$ cat src/rtl/pc_return_stack_if.sv
`default_nettype none
// ============================================================================
// pc_return_stack_if : control strobes in, PC / stack status out
// Revision 1.0
// ============================================================================
interface pc_return_stack_if #(
  parameter int AW    = 8,
  parameter int DEPTH = 4
) ();
  localparam int SPW = $clog2(DEPTH) + 1;

  logic           en;
  logic           jump;
  logic           ret;
  logic           push;
  logic [AW-1:0]  jump_addr;
  logic [AW-1:0]  pc;
  logic [SPW-1:0] sp;
  logic           stack_empty;
  logic           stack_full;
  logic           ovf;
  logic           unf;

  modport master (
    output en, jump, ret, push, jump_addr,
    input  pc, sp, stack_empty, stack_full, ovf, unf
  );

  modport slave (
    input  en, jump, ret, push, jump_addr,
    output pc, sp, stack_empty, stack_full, ovf, unf
  );
endinterface
`default_nettype wire

$ cat src/rtl/pc_return_stack.sv
`default_nettype none
// ============================================================================
// pc_return_stack : program counter plus LIFO of return addresses
// Revision 1.0
// ============================================================================
module pc_return_stack #(
  parameter int            AW        = 8,
  parameter int            DEPTH     = 4,
  parameter logic [AW-1:0] RESET_VEC = '0
) (
  input  logic               clk,
  input  logic               rst_n,
  pc_return_stack_if.slave   bus
);
  localparam int             SPW    = $clog2(DEPTH) + 1;
  localparam int             IDXW   = $clog2(DEPTH);
  localparam logic [SPW-1:0] C_FULL = SPW'(DEPTH);

  logic [AW-1:0]  pc_q, pc_d;
  logic [SPW-1:0] sp_q, sp_d;
  logic           ovf_q, ovf_d;
  logic           unf_q, unf_d;
  logic [AW-1:0]  stack_q [DEPTH];

  logic [AW-1:0]   pc_inc;
  logic [IDXW-1:0] top_idx;
  logic [IDXW-1:0] wr_idx;
  logic            push_we;
  logic            is_empty;
  logic            is_full;

  assign pc_inc   = pc_q + AW'(1);
  assign top_idx  = IDXW'(sp_q - SPW'(1));
  assign wr_idx   = IDXW'(sp_q);
  assign is_empty = (sp_q == '0);
  assign is_full  = (sp_q == C_FULL);

  // ret outranks jump; push is only considered when no ret is present
  always_comb begin
    pc_d    = pc_q;
    sp_d    = sp_q;
    ovf_d   = ovf_q;
    unf_d   = unf_q;
    push_we = 1'b0;
    if (bus.en) begin
      if (bus.ret) begin
        if (!is_empty) begin
          pc_d = stack_q[top_idx];
          sp_d = sp_q - SPW'(1);
        end else begin
          unf_d = 1'b1;
          pc_d  = pc_inc;
        end
      end else begin
        pc_d = bus.jump ? bus.jump_addr : pc_inc;
        if (bus.push) begin
          if (is_full) begin
            ovf_d = 1'b1;
          end else begin
            push_we = 1'b1;
            sp_d    = sp_q + SPW'(1);
          end
        end
      end
    end
  end

  always_ff @(posedge clk) begin
    if (!rst_n) begin
      pc_q  <= RESET_VEC;
      sp_q  <= '0;
      ovf_q <= 1'b0;
      unf_q <= 1'b0;
    end else begin
      pc_q  <= pc_d;
      sp_q  <= sp_d;
      ovf_q <= ovf_d;
      unf_q <= unf_d;
    end
  end

  for (genvar i = 0; i < DEPTH; i++) begin : g_entry
    always_ff @(posedge clk) begin
      if (!rst_n) begin
        stack_q[i] <= '0;
      end else if (push_we && (wr_idx == IDXW'(i))) begin
        stack_q[i] <= pc_inc;
      end
    end
  end

  assign bus.pc          = pc_q;
  assign bus.sp          = sp_q;
  assign bus.stack_empty = is_empty;
  assign bus.stack_full  = is_full;
  assign bus.ovf         = ovf_q;
  assign bus.unf         = unf_q;
endmodule
`default_nettype wire

$ cat src/flat_wrapper.sv
// flat-port wrapper written by rule: the top's interface ports become plain ports
module pc_return_stack_flat 
#(
  parameter int            AW        = 8,
  parameter int            DEPTH     = 4,
  parameter logic [AW-1:0] RESET_VEC = '0
)
  (clk, rst_n, bus_en, bus_jump, bus_ret, bus_push, bus_jump_addr, bus_pc, bus_sp, bus_stack_empty, bus_stack_full, bus_ovf, bus_unf);
  pc_return_stack_if #(.AW(AW), .DEPTH(DEPTH)) bus_i ();
  input  logic clk;
  input  logic rst_n;
  input wire logic [$bits(bus_i.en)-1:0] bus_en;
  input wire logic [$bits(bus_i.jump)-1:0] bus_jump;
  input wire logic [$bits(bus_i.ret)-1:0] bus_ret;
  input wire logic [$bits(bus_i.push)-1:0] bus_push;
  input wire logic [$bits(bus_i.jump_addr)-1:0] bus_jump_addr;
  output wire logic [$bits(bus_i.pc)-1:0] bus_pc;
  output wire logic [$bits(bus_i.sp)-1:0] bus_sp;
  output wire logic [$bits(bus_i.stack_empty)-1:0] bus_stack_empty;
  output wire logic [$bits(bus_i.stack_full)-1:0] bus_stack_full;
  output wire logic [$bits(bus_i.ovf)-1:0] bus_ovf;
  output wire logic [$bits(bus_i.unf)-1:0] bus_unf;
  assign bus_i.en = bus_en;
  assign bus_i.jump = bus_jump;
  assign bus_i.ret = bus_ret;
  assign bus_i.push = bus_push;
  assign bus_i.jump_addr = bus_jump_addr;
  assign bus_pc = bus_i.pc;
  assign bus_sp = bus_i.sp;
  assign bus_stack_empty = bus_i.stack_empty;
  assign bus_stack_full = bus_i.stack_full;
  assign bus_ovf = bus_i.ovf;
  assign bus_unf = bus_i.unf;
  pc_return_stack #(.AW(AW), .DEPTH(DEPTH), .RESET_VEC(RESET_VEC)) u_core (.clk(clk), .rst_n(rst_n), .bus(bus_i));
endmodule
$ cat config.mk
export PLATFORM = sky130hd
export DESIGN_NAME = pc_return_stack_flat
export DESIGN_NICKNAME = d
export VERILOG_FILES = /design/src/rtl/pc_return_stack_if.sv /design/src/rtl/pc_return_stack.sv /design/src/flat_wrapper.sv
export SDC_FILE = /design/constraint.sdc
export NUM_CORES = 1
export LEC_CHECK = 0
export ABC_AREA = 1
export CAP_MARGIN = 20
export CORE_UTILIZATION = 48
export CTS_CLUSTER_SIZE = 30
export DETAILED_ROUTE_END_ITERATION = 7
export DONT_BUFFER_PORTS = 1
export PLACE_DENSITY = 0.72
export SKIP_CTS_REPAIR_TIMING = 1
export SLEW_MARGIN = 20
export SYNTH_ARGS = -nofsm -noshare
export SYNTH_HDL_FRONTEND = slang
export SYNTH_SLANG_ARGS = --single-unit
$ cat constraint.sdc
create_clock -name clk -period 2.8 [get_ports clk]
set_input_delay 0.28 -clock clk [delete_from_list [all_inputs] [get_ports clk]]
set_output_delay 0.28 -clock clk [all_outputs]
set_load 0.005 [all_outputs]
-- Word-level counts from Yosys, hierarchy flattened
Memory sizes are Yosys's and may differ from the RTL's.
Cells that the tools add are included.
W data, S select, Z words.
- bits in registers: 13
- bits in writable memories: 32
- bits of input ports: 14
- output and inout port bits: 15
- memories kept: 1
- $add $sub $neg: 3
- equal/unequal tests: 6
- mux-type cells: 28
- bitwise logic cells: 5
- reductions and logical operators: 10
- memories (memory ; words ; width ; read ports ; clocked after Yosys merged registers in ; wr ports ; RTL line ; text):
    u_core.stack_q ; 4 ; 8 ; 1 ; 0 ; 4 ; pc_return_stack.sv:23 ; logic [AW-1:0] stack_q [DEPTH];
- operators by type and width (cell ; number):
    $mux W8 ; 7
    $mux W1 ; 17
    $mux W3 ; 4
    $add A8 B1 Y8 const B ; 1
    $reduce_and A4 Y1 ; 2
    $eq A2 B2 Y1 const B ; 2
    $logic_and A1 B1 Y1 ; 4
    $ne A2 B2 Y1 const B ; 2
    $or A1 B1 Y1 ; 4
    $add A3 B1 Y3 const B ; 1
    $eq A3 B3 Y1 const B ; 1
    $logic_not A3 Y1 ; 1
    $reduce_and A3 Y1 ; 1
    $sub A3 B1 Y3 const B ; 1
    $eq A2 B1 Y1 const B ; 1
    $logic_not A2 Y1 ; 1
    $reduce_bool A2 Y1 ; 1
    $not A1 Y1 ; 1

-- Longest topological paths before layout
- depth in word-level cells: 10
- depth in mapped cells: 12
- depth with buffers taken out: 10

-- Least setup slack after synthesis
Ideal clock, no wire load.
- kind: flip-flop to flip-flop
- start: register u_core.sp_q[0], in the netlist u_core.bus.sp[0]
- end: memory u_core.stack_q[0][0], enable pin
- data arrival time: 1.769 ns
- data required time: 2.416 ns
- path slack: 0.647 ns
- cell stages (with the launch flop): 8
- buffers on the path: 2
- cell sequence: dfxtp_1 > buf_4 > inv_2 > buf_4 > ha_1 > nand2_2 > nand2_1 > o21ai_0
- RTL lines (what ; RTL line ; text):
    start, declared ; pc_return_stack.sv:20 ; logic [SPW-1:0] sp_q, sp_d;
    start signal, assigned ; pc_return_stack.sv:76 ; sp_q <= sp_d;
    end, declared ; pc_return_stack.sv:23 ;

==> results.yml <==
sta:
  slew_headroom_pct: 73.0
  timing.final.crit_share_pct: 66.1
  fmax_mhz: 540
  setup_tns_ns: 0
  slew_viol_final: 0
  worstMarginPinSlew_ns: 0.404
  hold_viol: 0
  finalCriticalPeriod_ns: 1.85
  fin_worst_skew_ns: 0.00528
  setup-violations-final: 0
  rsz0062_at_grt: "no"
synth:
  avgSynthCellArea_sq_um: 8.46
  synth_nets: 305
  synth_cell_types: 28
  ys_seq_area_share_pct: 50.6
  yosysMostFrequentCell: "nor2_1"
  synth.cell_area_sq_mm: 0.00241
  ys_warn_count: 0
  synth_top_area_share_pct: 39.9
  synth_area_leader_cell: "edfxtp_1"
  synth_seq_cells: 45
  synthTopCellsByArea: "edfxtp_1, dfxtp_1, nor2_1, nand2_1, nand3_1"
  synth_common_cells: "nor2_1, nand2_1, edfxtp_1, nand3_1, o21ai_0"
  postSynthCellCount: 285
  synth-edff-count: 32
  async_reset_ff_share_pct: 0
  synthFlopType: "edfxtp_1"
cts:
  clk_pin_slew_ns: 0.08
  cts.path.max_buffers: 2
  root_buffer: "clkbuf_8"
  cts_buffers: 5
  cts-htree-levels: 2
  clk-insertion-delay-late_ns: 0.30
  cts_tree: "done"
  clock-sinks: 45
run:
  maxCapViolCount: 0
global_route:
  gr-usage-met3_pct: 6.63
  grt_pass1_vias: 1863
  grt_overflow: 0
  grt_usage_pct: 23.7
  grt_pass1_wl_um: 9090
  use_met2_pct: 36.9
  grt.busiest_layer: "met2"
  grt_max_degree: 22
  antenna_found_initial: 0
  use_met1_pct: 30.8
power_and_ir_drop:
  pwr_density_cell_mw_per_mm2: 581
  p_leak_nw: 0.990
  power_w: 0.00149
  ir_drop_v: 0.000286
hold_path:
  hold_path_class: "in2reg"
  hold_path_depth: 2
worst_setup_path:
  crit_type: "reg2reg"
  setup.worst_path.start: "u_core.bus.sp[1]"
  path_max_fanout: 8
  ff2ff_setup_slack_ns: 0.95
  cp.required_ns: 2.76
  r2r-end: "u_core.stack_q[3][5]"
  worstSetupEndpointType: "flop"
  critical_path.startpoint_type: "flop"
  crit_arrival_ns: 1.81
  reg2regPathDepth: 7
  cp-endpoint: "u_core.stack_q[3][5]"
  reg2reg_from: "u_core.bus.sp[1]"
drt:
  routedWlPerCell_um: 16.2
  viasPerCell: 5.38
  vias: 1892
  wl_um: 5710
  first_pass_iters: 4
  drtIter0Drc: 179
  ant_nets: 0
  drc: 0
floorplanning:
  row_count: 25
  fp.dieW_um: 72.9
  die_area_sq_mm: 0.00531
  ios: 29
  die_h_um: 72.9
  core-area_sq_mm: 0.00479
  initial_core_util_pct: 50.4
placed_design:
  routabilityCongestion: 0.898
  numPortBuffers: 0
  hpwl_um: 4230
final_layout:
  drive_gt1_share_pct: 8.77
  nNetsFinal: 304
  syn_to_final_growth_pct: 6.28
  diodes: 0
outcome:
  status: "finished, final reports clean"
==> worst min-delay path by stage <==
stage,start,end,slack [ns]
after global placement,rst_n,u_core.bus.pc[2],0.43
after CTS,rst_n,u_core.bus.pc[0],0.11
final,rst_n,u_core.bus.pc[0],0.12
after global routing,rst_n,u_core.bus.pc[2],0.1
after detailed placement,rst_n,u_core.bus.pc[0],0.43
after floorplan,u_core.bus.ovf,u_core.bus.ovf,0.46
==> cells in the final DEF, fill, tap and decap left out, drive strengths merged <==
master	instances
clkinv	2
edfxtp	32
inv	25
nand3	26
xor2	6
a31oi	2
ha	6
bufinv	1
buf	2
xnor2	1
dfxtp	13
o21ai	24
nand2	54
clkbuf	6
a21oi	17
o22ai	3
nor2	62
nor3	1
o21bai	2
==> logic make-up after synthesis <==
logic type	synth area share, %
AOI/OAI and AO/OA	10.4
xor gates and xnor gates	2.54
adders and majority gates	3.11
buffers and inverters	6.43
DFF	50.6
and+or+nand+nor	26.8
==> layout make-up <==
class | count | area [sq um]
well taps | 67 | 83.8
flip-flops and latches | 45 | 1220
inverters | 26 | 101
fillers | 462 | 2220
repair buffers | 2 | 15.0
clock buffers | 6 | 72.6
multi-input cells | 204 | 1030
clock inverters | 2 | 33.8
==> per-stage QoR <==
step | worst slack (ns) | cell area [sq um] | utilization, % | std cells | hold WS (ns)
5_1_grt | 0.839 | 2560 | 53.5 | 352 | 0.0984
4_1_cts | 0.946 | 2560 | 53.5 | 352 | 0.107
3_5_place_dp | 0.967 | 2460 | 51.3 | 344 | 0.428
3_3_place_gp | 1.00 | 2460 | 51.3 | 344 | 0.427
6_report | 0.949 | 2560 | 53.5 | 352 | 0.117
2_1_floorplan | 0.647 | 2410 | - | 285 | 0.460
==> report_power, final <==
part	internal, W	leakage (nW)	total (W)	switching, W
registers	0.000746	0.439	0.000777	0.0000310
logic	0.0000722	0.498	0.000233	0.000161
clock network	0.000264	0.0528	0.000480	0.000216
==> state kept, by name, summed over array words and instances (netlist names) <==
register,cells
u_core.stack_q,32
u_core.bus.pc,8
u_core.bus.sp,3
u_core.bus.ovf,1
u_core.bus.unf,1
==> critical path, stage by stage, from the launching register on <==
cell      delay, ns
dfxtp_1        0.45
inv_1          0.12
ha_1           0.24
nand2_2        0.09
nand2_1        0.08
clkinv_2       0.14
nand2_1        0.07
nand2_1        0.31
==> metal layers <==
metal,routed length [um],part of all wire (%),vias up
met5,0,0,-
met4,131,2.3,0
met3,354,6.2,12
met2,2650,46,62
met1,2570,45,885
li1,-,-,933
(Power assumes the default switching activity.)
